<file path="src/rtl/uzorak_pkg.sv">
// uzorak_pkg: shared sizes and FSM state codes for the sample
// loader and the neuron-side modules that reuse WORD_W/N_WORDS.
package uzorak_pkg;
  localparam int WORD_W     = 16;
  localparam int N_WORDS    = 60;
  localparam int SETTLE_DEF = 2;

  localparam logic [1:0] ST_PRIMI  = 2'd0;
  localparam logic [1:0] ST_CEKAJ  = 2'd1;
  localparam logic [1:0] ST_PREDAJ = 2'd2;
endpackage

</file>
<file path="src/rtl/uzorak_brojac.sv">
// uzorak_brojac: wrap counter 0..MAX-1 with terminal-count flag.
// Ports: clk, rst_n (async low), en, cnt (value), tc (cnt==MAX-1).
module uzorak_brojac #(
  parameter int MAX = 60,
  parameter int W   = $clog2(MAX)
) (
  input  logic         clk,
  input  logic         rst_n,
  input  logic         en,
  output logic [W-1:0] cnt,
  output logic         tc
);
  logic [W-1:0] cnt_q, cnt_d;

  assign tc  = (cnt_q == W'(MAX - 1));
  assign cnt = cnt_q;

  always_comb begin
    cnt_d = cnt_q;
    if (en) cnt_d = tc ? '0 : cnt_q + 1'b1;
  end

  always_ff @(posedge clk or negedge rst_n) begin
    if (!rst_n) cnt_q <= '0;
    else        cnt_q <= cnt_d;
  end
endmodule

</file>
<file path="src/rtl/uzorak_punjac.sv">
// uzorak_punjac: packs N_WORDS stream words into one sample, waits
// for the neuron to settle, then hands its probability downstream.
// Ports: s_* word input, uzorak to neuron, izlaz from neuron,
//        m_* result output, greska sticky protocol-error flag.
module uzorak_punjac #(
  parameter int WORD_W  = uzorak_pkg::WORD_W,
  parameter int N_WORDS = uzorak_pkg::N_WORDS,
  parameter int SETTLE  = uzorak_pkg::SETTLE_DEF
) (
  input  logic                      clk,
  input  logic                      rst_n,
  input  logic [WORD_W-1:0]         s_podatak,
  input  logic                      s_valid,
  output logic                      s_ready,
  output logic [WORD_W*N_WORDS-1:0] uzorak,
  input  logic [WORD_W-1:0]         izlaz,
  output logic [WORD_W-1:0]         m_vjerojatnost,
  output logic                      m_valid,
  input  logic                      m_ready,
  output logic                      greska
);
  import uzorak_pkg::*;

  localparam int WC_W = $clog2(N_WORDS);
  localparam int SC_W = $clog2(SETTLE + 1);

  logic [1:0]                state_q, state_d;
  logic [WORD_W*N_WORDS-1:0] uzorak_q, uzorak_d;
  logic [WORD_W-1:0]         vjer_q, vjer_d;
  logic                      greska_q, greska_d;

  logic [WC_W-1:0] wcnt;
  logic            wtc;
  logic [SC_W-1:0] settle_cnt_unused;
  logic            stc;

  logic st_primi, st_cekaj, st_predaj;
  logic acc;

  assign st_primi  = (state_q == ST_PRIMI);
  assign st_cekaj  = (state_q == ST_CEKAJ);
  assign st_predaj = (state_q == ST_PREDAJ);

  // Held low while reset is applied, not just while in PRIMI.
  assign s_ready = st_primi & rst_n;
  assign acc     = s_valid & s_ready;

  uzorak_brojac #(
    .MAX (N_WORDS),
    .W   (WC_W)
  ) u_word (
    .clk   (clk),
    .rst_n (rst_n),
    .en    (acc),
    .cnt   (wcnt),
    .tc    (wtc)
  );

  // Counts SETTLE+1 states including the entry edge, so m_valid
  // appears SETTLE+1 edges after the last word is taken.
  uzorak_brojac #(
    .MAX (SETTLE + 1),
    .W   (SC_W)
  ) u_settle (
    .clk   (clk),
    .rst_n (rst_n),
    .en    (st_cekaj),
    .cnt   (settle_cnt_unused),
    .tc    (stc)
  );

  always_comb begin
    uzorak_d = uzorak_q;
    for (int k = 0; k < N_WORDS; k++) begin
      if (acc && wcnt == WC_W'(k))
        uzorak_d[WORD_W*(N_WORDS-1-k) +: WORD_W] = s_podatak;
    end
  end

  always_comb begin
    state_d  = state_q;
    vjer_d   = vjer_q;
    greska_d = greska_q | (s_valid & ~st_primi);
    unique case (1'b1)
      st_primi: begin
        if (acc && wtc) state_d = ST_CEKAJ;
      end
      st_cekaj: begin
        if (stc) begin
          vjer_d  = izlaz;
          state_d = ST_PREDAJ;
        end
      end
      st_predaj: begin
        if (m_ready) state_d = ST_PRIMI;
      end
      default: state_d = ST_PRIMI;
    endcase
  end

  always_ff @(posedge clk or negedge rst_n) begin
    if (!rst_n) begin
      state_q  <= ST_PRIMI;
      uzorak_q <= '0;
      vjer_q   <= '0;
      greska_q <= 1'b0;
    end else begin
      state_q  <= state_d;
      uzorak_q <= uzorak_d;
      vjer_q   <= vjer_d;
      greska_q <= greska_d;
    end
  end

  assign uzorak         = uzorak_q;
  assign m_vjerojatnost = vjer_q;
  assign m_valid        = st_predaj;
  assign greska         = greska_q;
endmodule

</file>
<file path="config.mk">
export PLATFORM = sky130hd
export DESIGN_NAME = uzorak_punjac
export DESIGN_NICKNAME = d
export VERILOG_FILES = /design/src/rtl/uzorak_pkg.sv /design/src/rtl/uzorak_brojac.sv /design/src/rtl/uzorak_punjac.sv
export SDC_FILE = /design/constraint.sdc
export NUM_CORES = 1
export LEC_CHECK = 0
export CAP_MARGIN = 20
export CORE_AREA = 5 5 396 398
export DETAILED_ROUTE_END_ITERATION = 6
export DIE_AREA = 0 0 401 403
export PLACE_DENSITY_LB_ADDON = 0.15
export SYNTH_ARGS = -nofsm -noshare
export SYNTH_HDL_FRONTEND = slang
export SYNTH_SLANG_ARGS = --single-unit
</file>
<file path="constraint.sdc">
create_clock -name clk -period 5.8 [get_ports clk]
set_input_delay 0.87 -clock clk [delete_from_list [all_inputs] [get_ports clk]]
set_output_delay 0.87 -clock clk [all_outputs]
set_load 0.1 [all_outputs]
</file>
==> flow_summary.ini <==
[run_status]
status = finished clean

[pwr]
irDropWorstVdd_v = 0.000391
p_leak_nw = 25.1
powerDensity_nw_per_um2 = 490

[run]
drv_cap = 0

[die]
die_w_um = 401
rows = 144
die_h_um = 403
core_um2 = 153000
initial_core_util_pct = 24.7
die-area_um2 = 162000
io_pins = 1015

[logic_synthesis]
syn_inst = 2272
avgSynthCellArea_um2 = 16.7
netlist_area_um2 = 37900
synth_cell_types = 37
yosysTopAreaCell = dfrtp_1
syn_nets = 2312
yosysSeqAreaShare_pct = 65.2
synth_top_area_share_pct = 65.2
synth_edf_count = 0
ys.flop_type = dfrtp_1
ys_warn_count = 0
ys_async_sr_fraction_pct = 100
ys_ff_latch = 987
yosys-top-cells-area = dfrtp_1, mux2_2, nand3_2

[sta]
fin_crit_sh_pct = 71.8
period_minus_slack_ns = 4.16
slew_violations = 0
fmax_mhz = 240
setup_viol = 0
rsz0062_at_grt = false
finClkSkew_ns = 0.0375
hold_viol_final = 0
worstMarginPinSlew_ns = 1.16
slew-limit-headroom_pct = 22.2
setup_tns_ns = 0

[setup_path]
critical_path.cell_chain = dlygate4sd3_1 -> buf_8 -> nor3b_1 -> clkdlybuf4s50_1
crit_fanout = 40
cp.arrival_ns = 3.29
slowest_delay_ns = 1.24
worstPathRequired_ns = 4.93
cp_slowest_cell = clkdlybuf4s50_1
setup.worst_path.end_class = primary output
crit_path_start_kind = primary input
criticalPathCategory = primary input to primary output

[layout]
nets = 3283
layout.cells.non_filler = 5385
n_fill_cell = 14900
area_delta_synth_final_pct = 41.9
fin_util_pct = 35.1
drive_above_1_share_pct = 38.1

[placed_design]
dp_cells = 5169
portBuffers = 1014
hpwl_um = 103000
place.gp.congestion = 0.724

[global_route]
grt_first_pass_wirelength_um = 213000
gr-usage-met1_pct = 21.2
grt_use_met2_pct = 31.5
busiest_layer = met2
antenna_found_initial = 10
grt_pass1_vias = 25000
gr-total-overflow = 0
track_usage_pct = 18.5
grt_use_met3_pct = 6.55
grt_max_degree = 161

[drt]
wl_per_cell_um = 28.6
drc = 0
wl_um = 154000
ant_nets = 0
vias_per_cell = 4.37
vias = 23600
drt_iter0_drc = 932
dr.pass1.iters = 4

[clock_network]
clockRootBuffer = clkbuf_16
cts_buffer_depth = 3
cts_resized = 0
cts-buffers-inserted = 115
cts_tree = yes
cts_setup_buffers = 0
clkSinkCount = 987
path_clk_slew_ns = 0.05
clk_latency_ns = 0.71
htree_levels = 3

[hold_path]
hp-class = flop to flop
-- layer usage --
layer  share of wire, %  routed length [um]
met5             0.0084                  13
met1                 38               59100
met3                8.4               12900
met4                4.5                6920
met2                 49               75200
-- metrics by stage --
stage	hold slack [ns]	setup WS (ns)	area (um^2)	total power, mW
2_1_floorplan	0.478	1.88	37900	16.1
3_3_place_gp	0.457	2.05	49800	19.1
3_5_place_dp	0.453	2.02	49800	19.2
4_1_cts	0.477	1.60	53700	26.7
5_1_grt	0.508	1.52	53700	27.2
6_report	0.476	1.64	53700	26.3
-- report_power, final --
group | internal [mW] | switching [mW]
combinational | 2.26 | 8.33
clock | 4.35 | 3.03
sequential | 7.80 | 0.567
total | 14.4 | 11.9
-- final cells by class --
type | instances | area (um^2) | area share, %
multi-input cells | 1091 | 12100 | 22.6
repair buffers | 1045 | 10400 | 19.4
flip-flops and latches | 987 | 24700 | 46.0
well taps | 2044 | 2560 | 4.76
inverters | 3 | 11.3 | 0.0210
clock inverters | 26 | 330 | 0.615
clock buffers | 183 | 3550 | 6.60
diodes | 6 | 15.0 | 0.0280
-- worst max-delay path: cells and delay by family --
family / cells / cell delay [ns]
buf+inv: 3 / 2.11
simple gates: 1 / 0.24
-- synthesized netlist by cell type, types with 2 or more instances --
master	number
and2_1	2
buf_2	55
nand2_1	4
a21o_1	3
dfrtp_1	987
ha_1	4
mux2_2	969
nand3_2	51
clkbuf_1	99
nand3_1	5
inv_1	3
nand2b_1	4
and4b_2	2
nor2b_1	3
and4b_1	2
mux2_1	8
nand3_4	5
nor2_1	2
clkbuf_8	2
a31oi_1	2
buf_6	26
and4bb_2	7
nor4b_4	4
buf_4	5
o21ai_0	5
clkbuf_2	2
-- layout by cell type (no fill, tap or decap), types with 2 or more instances in the layout --
| master | count |
|---|---|
| a21o_1 | 3 |
| a31oi_1 | 2 |
| and2_1 | 2 |
| and4b_1 | 2 |
| and4b_2 | 2 |
| and4bb_2 | 6 |
| buf_12 | 5 |
| buf_4 | 42 |
| bufinv_16 | 4 |
| clkbuf_1 | 29 |
| clkbuf_16 | 117 |
| clkbuf_8 | 37 |
| clkdlybuf4s50_1 | 996 |
| clkinv_16 | 3 |
| clkinv_2 | 15 |
| dfrtp_1 | 987 |
| diode_2 | 6 |
| ha_2 | 4 |
| inv_1 | 3 |
| mux2_1 | 8 |
| mux2_2 | 969 |
| nand2_1 | 4 |
| nand2b_1 | 4 |
| nand3_1 | 5 |
| nand3_2 | 51 |
| nand3_4 | 5 |
| nor2_1 | 2 |
| nor2b_1 | 3 |
| nor4b_4 | 4 |
| o21ai_0 | 5 |
-- kinds of logic (layout without fill, tap and decap cells) --
kind of cell             count (synthesis)  after routing  share of synthesized area (%)
adder cells (fa/ha/maj)                  4              4                          0.132
flip-flops                             987            987                           65.2
AND/OR/NAND/NOR                         95             95                           2.55
multiplexers                           977            977                           29.1
AO/OA/AOI/OAI                           15             15                          0.264
other                                    0              6                              0
buffers and inverters                  194           1257                           2.74
-- worst paths after layout --
path,slack (ns),cells after the start,start,endpoint
worst max-delay path,1.64,4,rst_n,s_ready
worst min-delay path,0.48,1,greska$_DFF_PN0_,greska$_DFF_PN0_
worst max register to register,2.65,3,u_word.cnt[4]$_DFFE_PN0P_,uzorak[665]$_DFFE_PN0P_
worst min register to register,0.48,1,greska$_DFF_PN0_,greska$_DFF_PN0_
max in group asynchronous,2.25,5,rst_n,uzorak[597]$_DFFE_PN0P_
min in group asynchronous,0.64,2,rst_n,uzorak[272]$_DFFE_PN0P_
-- sequential cells by signal (all words and copies together), names as in the netlist --
| name | flops |
|---|---|
| uzorak | 960 |
| state_q | 2 |
| u_settle.cnt | 2 |
| greska | 1 |
| u_word.cnt | 6 |
| m_vjerojatnost | 16 |
-- timing repair --
item                                    4_1_cts  5_1_grt
endpoints found under the hold margin        27        0
endpoints found under the setup margin        0        0
hold buffers                                  1        0
No activity file was read; power rests on OpenSTA's default activity.
